**src/rtl/jogo_memoria_param.sv**
```systemverilog
// Parametrised memory-game core: plays back a stored sequence of one-hot button
// codes on the LEDs, one element longer each round, and checks the player's
// presses against it. Sequence RAM is loadable while no game is running.
module jogo_memoria_param #(
    parameter int N_BOTOES = 4,
    parameter int PROF     = 16,
    parameter int TIMEOUT  = 5000,
    parameter int T_LED    = 500,
    parameter int T_PAUSA  = 250,
    localparam int AW      = $clog2(PROF)
) (
    input  logic                clock,
    input  logic                reset,
    input  logic                jogar,
    input  logic [AW-1:0]       alvo,
    input  logic                carga_we,
    input  logic [AW-1:0]       carga_end,
    input  logic [N_BOTOES-1:0] carga_dado,
    input  logic [N_BOTOES-1:0] botoes,
    output logic [N_BOTOES-1:0] leds,
    output logic                pronto,
    output logic                ganhou,
    output logic                perdeu,
    output logic                timeout,
    output logic [3:0]          db_estado,
    output logic [AW-1:0]       db_rodada
);

    // One shared cycle counter serves playback, pause and press-timeout timing,
    // so it is sized for the largest of the three intervals.
    localparam int CMAX_LP = (T_LED > T_PAUSA) ? T_LED : T_PAUSA;
    localparam int CMAX    = (TIMEOUT > CMAX_LP) ? TIMEOUT : CMAX_LP;
    localparam int CW      = $clog2(CMAX + 1);

    localparam logic [CW-1:0] LED_FIM    = CW'(T_LED - 1);
    localparam logic [CW-1:0] PAUSA_FIM  = CW'(T_PAUSA - 1);
    localparam logic [CW-1:0] ESPERA_FIM = CW'(TIMEOUT - 1);

    typedef enum logic [3:0] {
        INICIAL     = 4'd0,
        PREPARA     = 4'd1,
        MOSTRA      = 4'd2,
        PAUSA       = 4'd3,
        ESPERA      = 4'd4,
        REGISTRA    = 4'd5,
        COMPARA     = 4'd6,
        SOLTA       = 4'd7,
        PROX        = 4'd8,
        FIM_GANHOU  = 4'd9,
        FIM_PERDEU  = 4'd10,
        FIM_TIMEOUT = 4'd11
    } estado_t;

    estado_t             estado, estado_n;
    logic [AW-1:0]       rodada, rodada_n;
    logic [AW-1:0]       k, k_n;
    logic [AW-1:0]       j, j_n;
    logic [AW-1:0]       alvo_r, alvo_n;
    logic [CW-1:0]       cnt, cnt_n;
    logic [N_BOTOES-1:0] captura;
    logic [N_BOTOES-1:0] mem [PROF];
    logic                carga_ok;

    // The RAM may only change between games, never under a running sequence.
    assign carga_ok = (estado == INICIAL) || (estado == FIM_GANHOU) ||
                      (estado == FIM_PERDEU) || (estado == FIM_TIMEOUT);

    // Sequence RAM and press capture; neither is reset so RAM survives reset.
    always_ff @(posedge clock) begin
        if (carga_we && carga_ok) begin
            mem[carga_end] <= carga_dado;
        end
        if (estado == REGISTRA) begin
            captura <= botoes;
        end
    end

    // State register plus round, playback, entry and timer counters.
    always_ff @(posedge clock or negedge reset) begin
        if (!reset) begin
            estado <= INICIAL;
            rodada <= '0;
            k      <= '0;
            j      <= '0;
            alvo_r <= '0;
            cnt    <= '0;
        end else begin
            estado <= estado_n;
            rodada <= rodada_n;
            k      <= k_n;
            j      <= j_n;
            alvo_r <= alvo_n;
            cnt    <= cnt_n;
        end
    end

    // Next-state, counter updates and Moore outputs.
    always_comb begin
        estado_n = estado;
        rodada_n = rodada;
        k_n      = k;
        j_n      = j;
        alvo_n   = alvo_r;
        cnt_n    = cnt;
        leds     = '0;
        pronto   = 1'b0;
        ganhou   = 1'b0;
        perdeu   = 1'b0;
        timeout  = 1'b0;

        case (estado)
            INICIAL: begin
                if (jogar) estado_n = PREPARA;
            end
            PREPARA: begin
                rodada_n = '0;
                k_n      = '0;
                j_n      = '0;
                alvo_n   = alvo;
                cnt_n    = '0;
                estado_n = MOSTRA;
            end
            MOSTRA: begin
                leds = mem[k];
                if (cnt == LED_FIM) begin
                    cnt_n    = '0;
                    estado_n = PAUSA;
                end else begin
                    cnt_n = cnt + CW'(1);
                end
            end
            PAUSA: begin
                if (cnt == PAUSA_FIM) begin
                    cnt_n = '0;
                    if (k < rodada) begin
                        k_n      = k + AW'(1);
                        estado_n = MOSTRA;
                    end else begin
                        k_n      = '0;
                        estado_n = ESPERA;
                    end
                end else begin
                    cnt_n = cnt + CW'(1);
                end
            end
            ESPERA: begin
                leds = botoes;
                // A press on the last allowed cycle still wins over the timeout.
                if (botoes != '0) begin
                    estado_n = REGISTRA;
                end else if (cnt == ESPERA_FIM) begin
                    estado_n = FIM_TIMEOUT;
                end else begin
                    cnt_n = cnt + CW'(1);
                end
            end
            REGISTRA: begin
                leds     = botoes;
                estado_n = COMPARA;
            end
            COMPARA: begin
                leds = botoes;
                // Exact match required: an extra button held counts as wrong.
                if (captura != mem[j]) estado_n = FIM_PERDEU;
                else                   estado_n = SOLTA;
            end
            SOLTA: begin
                leds = botoes;
                if (botoes == '0) begin
                    if (j < rodada) begin
                        j_n      = j + AW'(1);
                        cnt_n    = '0;
                        estado_n = ESPERA;
                    end else if (rodada == alvo_r) begin
                        estado_n = FIM_GANHOU;
                    end else begin
                        estado_n = PROX;
                    end
                end
            end
            PROX: begin
                rodada_n = rodada + AW'(1);
                j_n      = '0;
                k_n      = '0;
                cnt_n    = '0;
                estado_n = MOSTRA;
            end
            FIM_GANHOU: begin
                pronto = 1'b1;
                ganhou = 1'b1;
                if (jogar) estado_n = PREPARA;
            end
            FIM_PERDEU: begin
                pronto = 1'b1;
                perdeu = 1'b1;
                if (jogar) estado_n = PREPARA;
            end
            FIM_TIMEOUT: begin
                pronto  = 1'b1;
                perdeu  = 1'b1;
                timeout = 1'b1;
                if (jogar) estado_n = PREPARA;
            end
            default: begin
                estado_n = INICIAL;
            end
        endcase
    end

    assign db_estado = estado;
    assign db_rodada = rodada;

endmodule

```
**config.mk**
```make
export PLATFORM = sky130hd
export DESIGN_NAME = jogo_memoria_param
export DESIGN_NICKNAME = d
export VERILOG_FILES = /design/src/rtl/jogo_memoria_param.sv
export SDC_FILE = /design/constraint.sdc
export NUM_CORES = 1
export LEC_CHECK = 0
export CAP_MARGIN = 25
export CORE_ASPECT_RATIO = 0.5
export CORE_MARGIN = 5
export CORE_UTILIZATION = 50
export CTS_BUF_LIST = sky130_fd_sc_hd__clkbuf_8 sky130_fd_sc_hd__clkbuf_16
export DETAILED_ROUTE_END_ITERATION = 10
export GPL_TIMING_DRIVEN = 0
export HOLD_SLACK_MARGIN = 0.08
export PLACE_DENSITY_LB_ADDON = 0.15
export REMOVE_ABC_BUFFERS = 1
export SETUP_SLACK_MARGIN = 0.15
export SLEW_MARGIN = 20
export SYNTH_ARGS = -nofsm -noshare
export SYNTH_HDL_FRONTEND = slang
export SYNTH_SLANG_ARGS = --single-unit
```
**constraint.sdc**
```tcl
create_clock -name clock -period 2.9 [get_ports clock]
set_input_delay 0.58 -clock clock [delete_from_list [all_inputs] [get_ports clock]]
set_output_delay 0.58 -clock clock [all_outputs]
set_load 0.005 [all_outputs]
```
== Word level (Yosys, flattened, before mapping) ==
Memories as Yosys holds them, arrays and structs flattened.
Cells that the tools add are included.
Storage, ports and cells
  input port bits: 20
  bits in writable memories: 64
  word-level logic and storage cells: 90
  memories: 1
  output and inout port bits: 16
  bits in latches: 0
  ROM bits: 0
  bits in registers: 37
Operators by class
  reduce and logical (&&, ||, !) cells: 20
  shifts and indexed selects: 0
  multipliers: 0
  muxes and demuxes: 32
  equal/unequal tests: 24
  bitwise operators: 0
  div/mod/pow operators: 0
  order comparisons: 2
  add/subtract/negate cells: 4
Memories
  mem: depth 16, width 4, read ports 2, clocked after Yosys merged registers in 0, wr ports 1, line 61  | logic [N_BOTOES-1:0] mem [PROF];
Operators with widths (count)
  $mux 13: 6
  $pmux 13 s5: 1
  $mux 4: 12
  $pmux 4 s2: 4
  $pmux 4 s8: 1
  $eq 4x3->1 const B: 4
  $eq 4x4->1 const B: 4
  $add 13x1->13 const B: 1
  $eq 13x13->1 const B: 1
  $eq 13x8->1 const B: 1
  $eq 13x9->1 const B: 1
  $add 4x1->4 const B: 3
  $ne 2x2->1 const B: 6
  $reduce_and 5->1: 2
  $eq 4x2->1 const B: 2
  $logic_not 4->1: 2
  $lt 4x4->1: 2
  $reduce_or 4->1: 2
  $mux 1: 7
  $reduce_bool 2->1: 3
  $reduce_bool 5->1: 1
  $eq 4x1->1 const B: 1
  $eq 4x4->1: 1
  $ne 4x4->1: 1
  10 further kinds: 13

== Logic depth before layout (Yosys ltp) ==
Gate-level depths: netlist (run 1).
  depth after elaboration: 7
  mapped depth: 10
  gate-level depth less buffers: 9

== Worst setup path before layout (run 1) ==
Ideal clock, no wire load.
  path type: reg-to-output
  start: register k[0]
  end: output leds[0]
  cell stages (with the launch flop): 7
  data required time: 2.320 ns
  arrival time: 2.105 ns
  path slack: 0.215 ns
  path buffers: 2
  path through: dfrtp_1 > buf_2 > buf_2 > mux4_2 > mux4_2 > a22oi_1 > nor2_1
On the way
  word-level cells in the longest chain between the ends: 2
Ends and longest elaborated chain
  from (decl): line 56  | logic [AW-1:0] k, k_n;
  from (signal assigned): line 90  | k <= k_n;
  $mem_v2 16x4
  $pmux 4 s2: line 111  | case (estado)
  to (decl): line 20  | output logic [N_BOTOES-1:0] leds,
No other way between the ends.

== Worst setup path in the final report (run 1) ==
  start: register k[0]
  end: output leds[2]
Same word-level chain as after synthesis.

==> results.yml, run 1 <==
status:
  status: "finished with violations"
  violations: "negative setup slack"
layout:
  layout_common_cells: "edfxtp_1, nor2_1, o21ai_0, clkdlybuf4s50_1"
  layout-drive-gt1-share: 0.170
  post-route-util: 0.587
  diodes: 0
  syn2layout_area_growth_pct: 16.1
  fin_nets: 507
  layout_commonest_cell: "edfxtp_1"
cts:
  clock_latency_ns: 0.35
  cts.clk_slew.worst_paths_ns: 0.07
  cts_buffers: 9
  cts-hold-fix-buffers: 0
  clock-root-buffer: "clkbuf_16"
  cts_sinks: 101
  cts_tree: "built"
  htree_levels: 3
  clk_path_buf_depth: 2
power_and_ir_drop:
  peakVddDrop_uv: 356
  p_total_mw: 5.42
  switchingPower_mw: 2.03
  p_clk_frac: 0.232
  p_seq_frac: 0.380
  p_sw_frac: 0.375
  internal_power_mw: 3.39
  combPwrFrac: 0.388
  power_density_nw_per_um2: 849
  power_leakage_nw: 2.19
drt:
  drtPass1Iterations: 4
  ant_nets: 0
  drt_wl_total_mm: 12.2
  drcViolationCount: 0
  wl_per_cell_um: 19.4
  via_per_inst: 6.05
  drt-initial-drc-count: 164
  vias: 3785
global_routing:
  grt-ovfl-total: 0
  grt_first_pass_wirelength_mm: 19.8
  antenna_found_initial: 0
  grt_max_degree: 23
  first_global_vias: 3652
  grtUsageTotal: 0.192
die:
  start_util: 0.505
  design.core.area_um2: 10900
  ioPinCount: 36
  die_w_um: 158
  die-area_um2: 13300
  rows: 27
  chipHeight_um: 84.1
synth:
  ys.flop_type: "edfxtp_1"
  ys_ff_latch: 101
  synth_area_um2: 5500
  synth-edff-count: 68
  avgSynthCellArea_um2: 12.3
  ys_seq_area_frac: 0.522
  ys_types: 54
  postSynth.asyncResetShare: 0.327
  syn_inst: 447
  synth_warnings: 0
sta:
  whs_ns: 0.129
  fmax_mhz: 335
  min_period_ns: 2.98
  finClkSkew_ns: 0.00585
  rsz0062_at_grt: "yes"
  setup_viol: 2
  hold_viol: 0
  finalCritPeriodShare: 1.03
  slew_violations: 0
  worst_pin_slew_ns: 0.802
  setup_tns_ns: -0.147
  slew_headroom: 0.461
  worst_slack_ns: -0.0818
placement:
  io_buffers: 35
  place_congestion: 0.804
  dpl.hpwl_mm: 8.61
  place_ws_ns: -0.437
flow_run:
  maxCapViolations: 0
worst_setup_path:
  worst_setup_path_start_kind: "flip-flop"
  crit_type: "flip-flop to output port"
  cpPeakStageDelay_ns: 0.50
  crit_chain: "buf_12 > buf_6 > mux4_2 > mux4_2 > a22oi_2 > nor2_1 > buf_2"
  critPathCaptureType: "output port"
  path_common_cell: "mux4_2"
  critPathMaxFanout: 9
  critPathArrivalTime_ns: 2.40
  cp_slowest_cell: "dfrtp_4"
  cp.required_ns: 2.32
worst_hold_path:
  hp-class: "input pin to asynchronous set/reset pin"
[cells in the mapped netlist (3+ instances only)]
library cell / count / area [um2]
edfxtp_1: 68 / 2040
nor2_1: 45 / 169
dfrtp_1: 33 / 826
o21ai_0: 30 / 150
mux4_2: 26 / 586
nand2_1: 24 / 90.1
a21oi_1: 20 / 100
mux2i_1: 18 / 180
nand3_1: 16 / 80.1
clkbuf_1: 13 / 48.8
a22oi_1: 11 / 82.6
ha_1: 11 / 138
inv_1: 11 / 41.3
nor3_1: 11 / 55.1
nand2b_1: 10 / 62.6
o31ai_1: 10 / 75.1
nor2b_1: 8 / 50.1
buf_2: 7 / 35.0
xnor2_1: 6 / 52.6
xor2_1: 6 / 52.6
mux4_1: 5 / 131
nand4_1: 5 / 31.3
and3_1: 4 / 25.0
mux2_2: 4 / 45.0
nor4_1: 4 / 25.0
o21ai_1: 3 / 15.0
or2_2: 3 / 18.8
[through the flow]
step / instance area [um2] / instances
detailed placement: 5950 / 605
finish: 6380 / 626
global route: 6380 / 626
floorplan: 5380 / 423
global placement: 5920 / 603
CTS: 6370 / 626
[critical path, delay by kind of cell (launching register included)]
kind | cells | cell delay [ns]
AO/OA/AOI/OAI | 1 | 0.14
buffers and inverters | 3 | 0.42
flip-flops | 1 | 0.50
multiplexers | 2 | 0.94
AND/OR/NAND/NOR | 1 | 0.05
[power by group through the flow]
stage	logic, mW	registers, mW	clock network [mW]
after floorplan	1.40	1.99	0
final	2.11	2.06	1.26
after detailed placement	1.96	2.12	0
after CTS	2.10	2.05	1.28
after global routing	2.34	2.10	1.34
after global placement	1.93	2.12	0
[sequential cells by signal (all words and copies together) (netlist names)]
| name | cells |
|---|---|
| mem | 64 |
| cnt | 13 |
| alvo_r | 4 |
| captura | 4 |
| db_estado | 4 |
| db_rodada | 4 |
| j | 4 |
| k | 4 |
[cell type report]
type / count / area (um2)
clock buffer: 9 / 225
timing repair buffer: 42 / 438
multi-input combinational: 310 / 2520
fill: 891 / 4500
sequential: 101 / 2880
inverter: 12 / 45.0
clock inverter: 7 / 88.8
tap: 145 / 181
[logic make-up (layout without fill, tap and decap cells)]
logic type / Yosys count / in the layout / share of synthesized area
AOI/OAI and AO/OA: 92 / 92 / 0.104
xor gates and xnor gates: 12 / 12 / 0.0191
adders and majority gates: 11 / 11 / 0.0250
buffers and inverters: 36 / 70 / 0.0289
DFF: 101 / 101 / 0.522
muxes: 53 / 53 / 0.171
and+or+nand+nor: 142 / 142 / 0.130
[routing by layer]
metal / track usage / vias to the layer above / part of all wire
li1: - / 1784 / -
met1: 0.275 / 1911 / 0.46
met2: 0.302 / 75 / 0.48
met3: 0.0417 / 15 / 0.044
met4: 0.0472 / 0 / 0.015
met5: 0 / - / 0
[path summary, 6_finish.rpt]
| path | startpoint | to | slack, ns | cells after the start |
|---|---|---|---|---|
| setup / recovery | k[0]$_DFFE_PN0P_ | leds[2] | -0.08 | 7 |
| hold / removal | reset | cnt[6]$_DFFE_PN0P_ | 0.13 | 1 |
| setup reg to reg | j[1]$_DFFE_PN0P_ | db_estado[3]$_DFFE_PN0P_ | 0.31 | 5 |
| hold reg to reg | cnt[11]$_DFFE_PN0P_ | cnt[11]$_DFFE_PN0P_ | 0.54 | 1 |
| max in group asynchronous | reset | k[0]$_DFFE_PN0P_ | 2.33 | 2 |
| min in group clock | cnt[11]$_DFFE_PN0P_ | cnt[11]$_DFFE_PN0P_ | 0.54 | 1 |
[what timing repair did]
item                       CTS  global route
setup endpoints to repair   58            45
resized for setup           31             5
setup buffers                5             0
pin swaps                    1             1
Note: power is estimated with default switching activity, not from simulation.
==> run 2: changes to the inputs <==
--- a/config.mk
+++ b/config.mk
@@ -11,6 +11,7 @@
 export CORE_UTILIZATION = 50
 export CTS_BUF_LIST = sky130_fd_sc_hd__clkbuf_8 sky130_fd_sc_hd__clkbuf_16
 export DETAILED_ROUTE_END_ITERATION = 10
+export GPL_ROUTABILITY_DRIVEN = 0
 export GPL_TIMING_DRIVEN = 0
 export HOLD_SLACK_MARGIN = 0.08
 export PLACE_DENSITY_LB_ADDON = 0.15
==> results of run 2 <==
The final DEF is identical to that of run 1; final timing and power are the same.
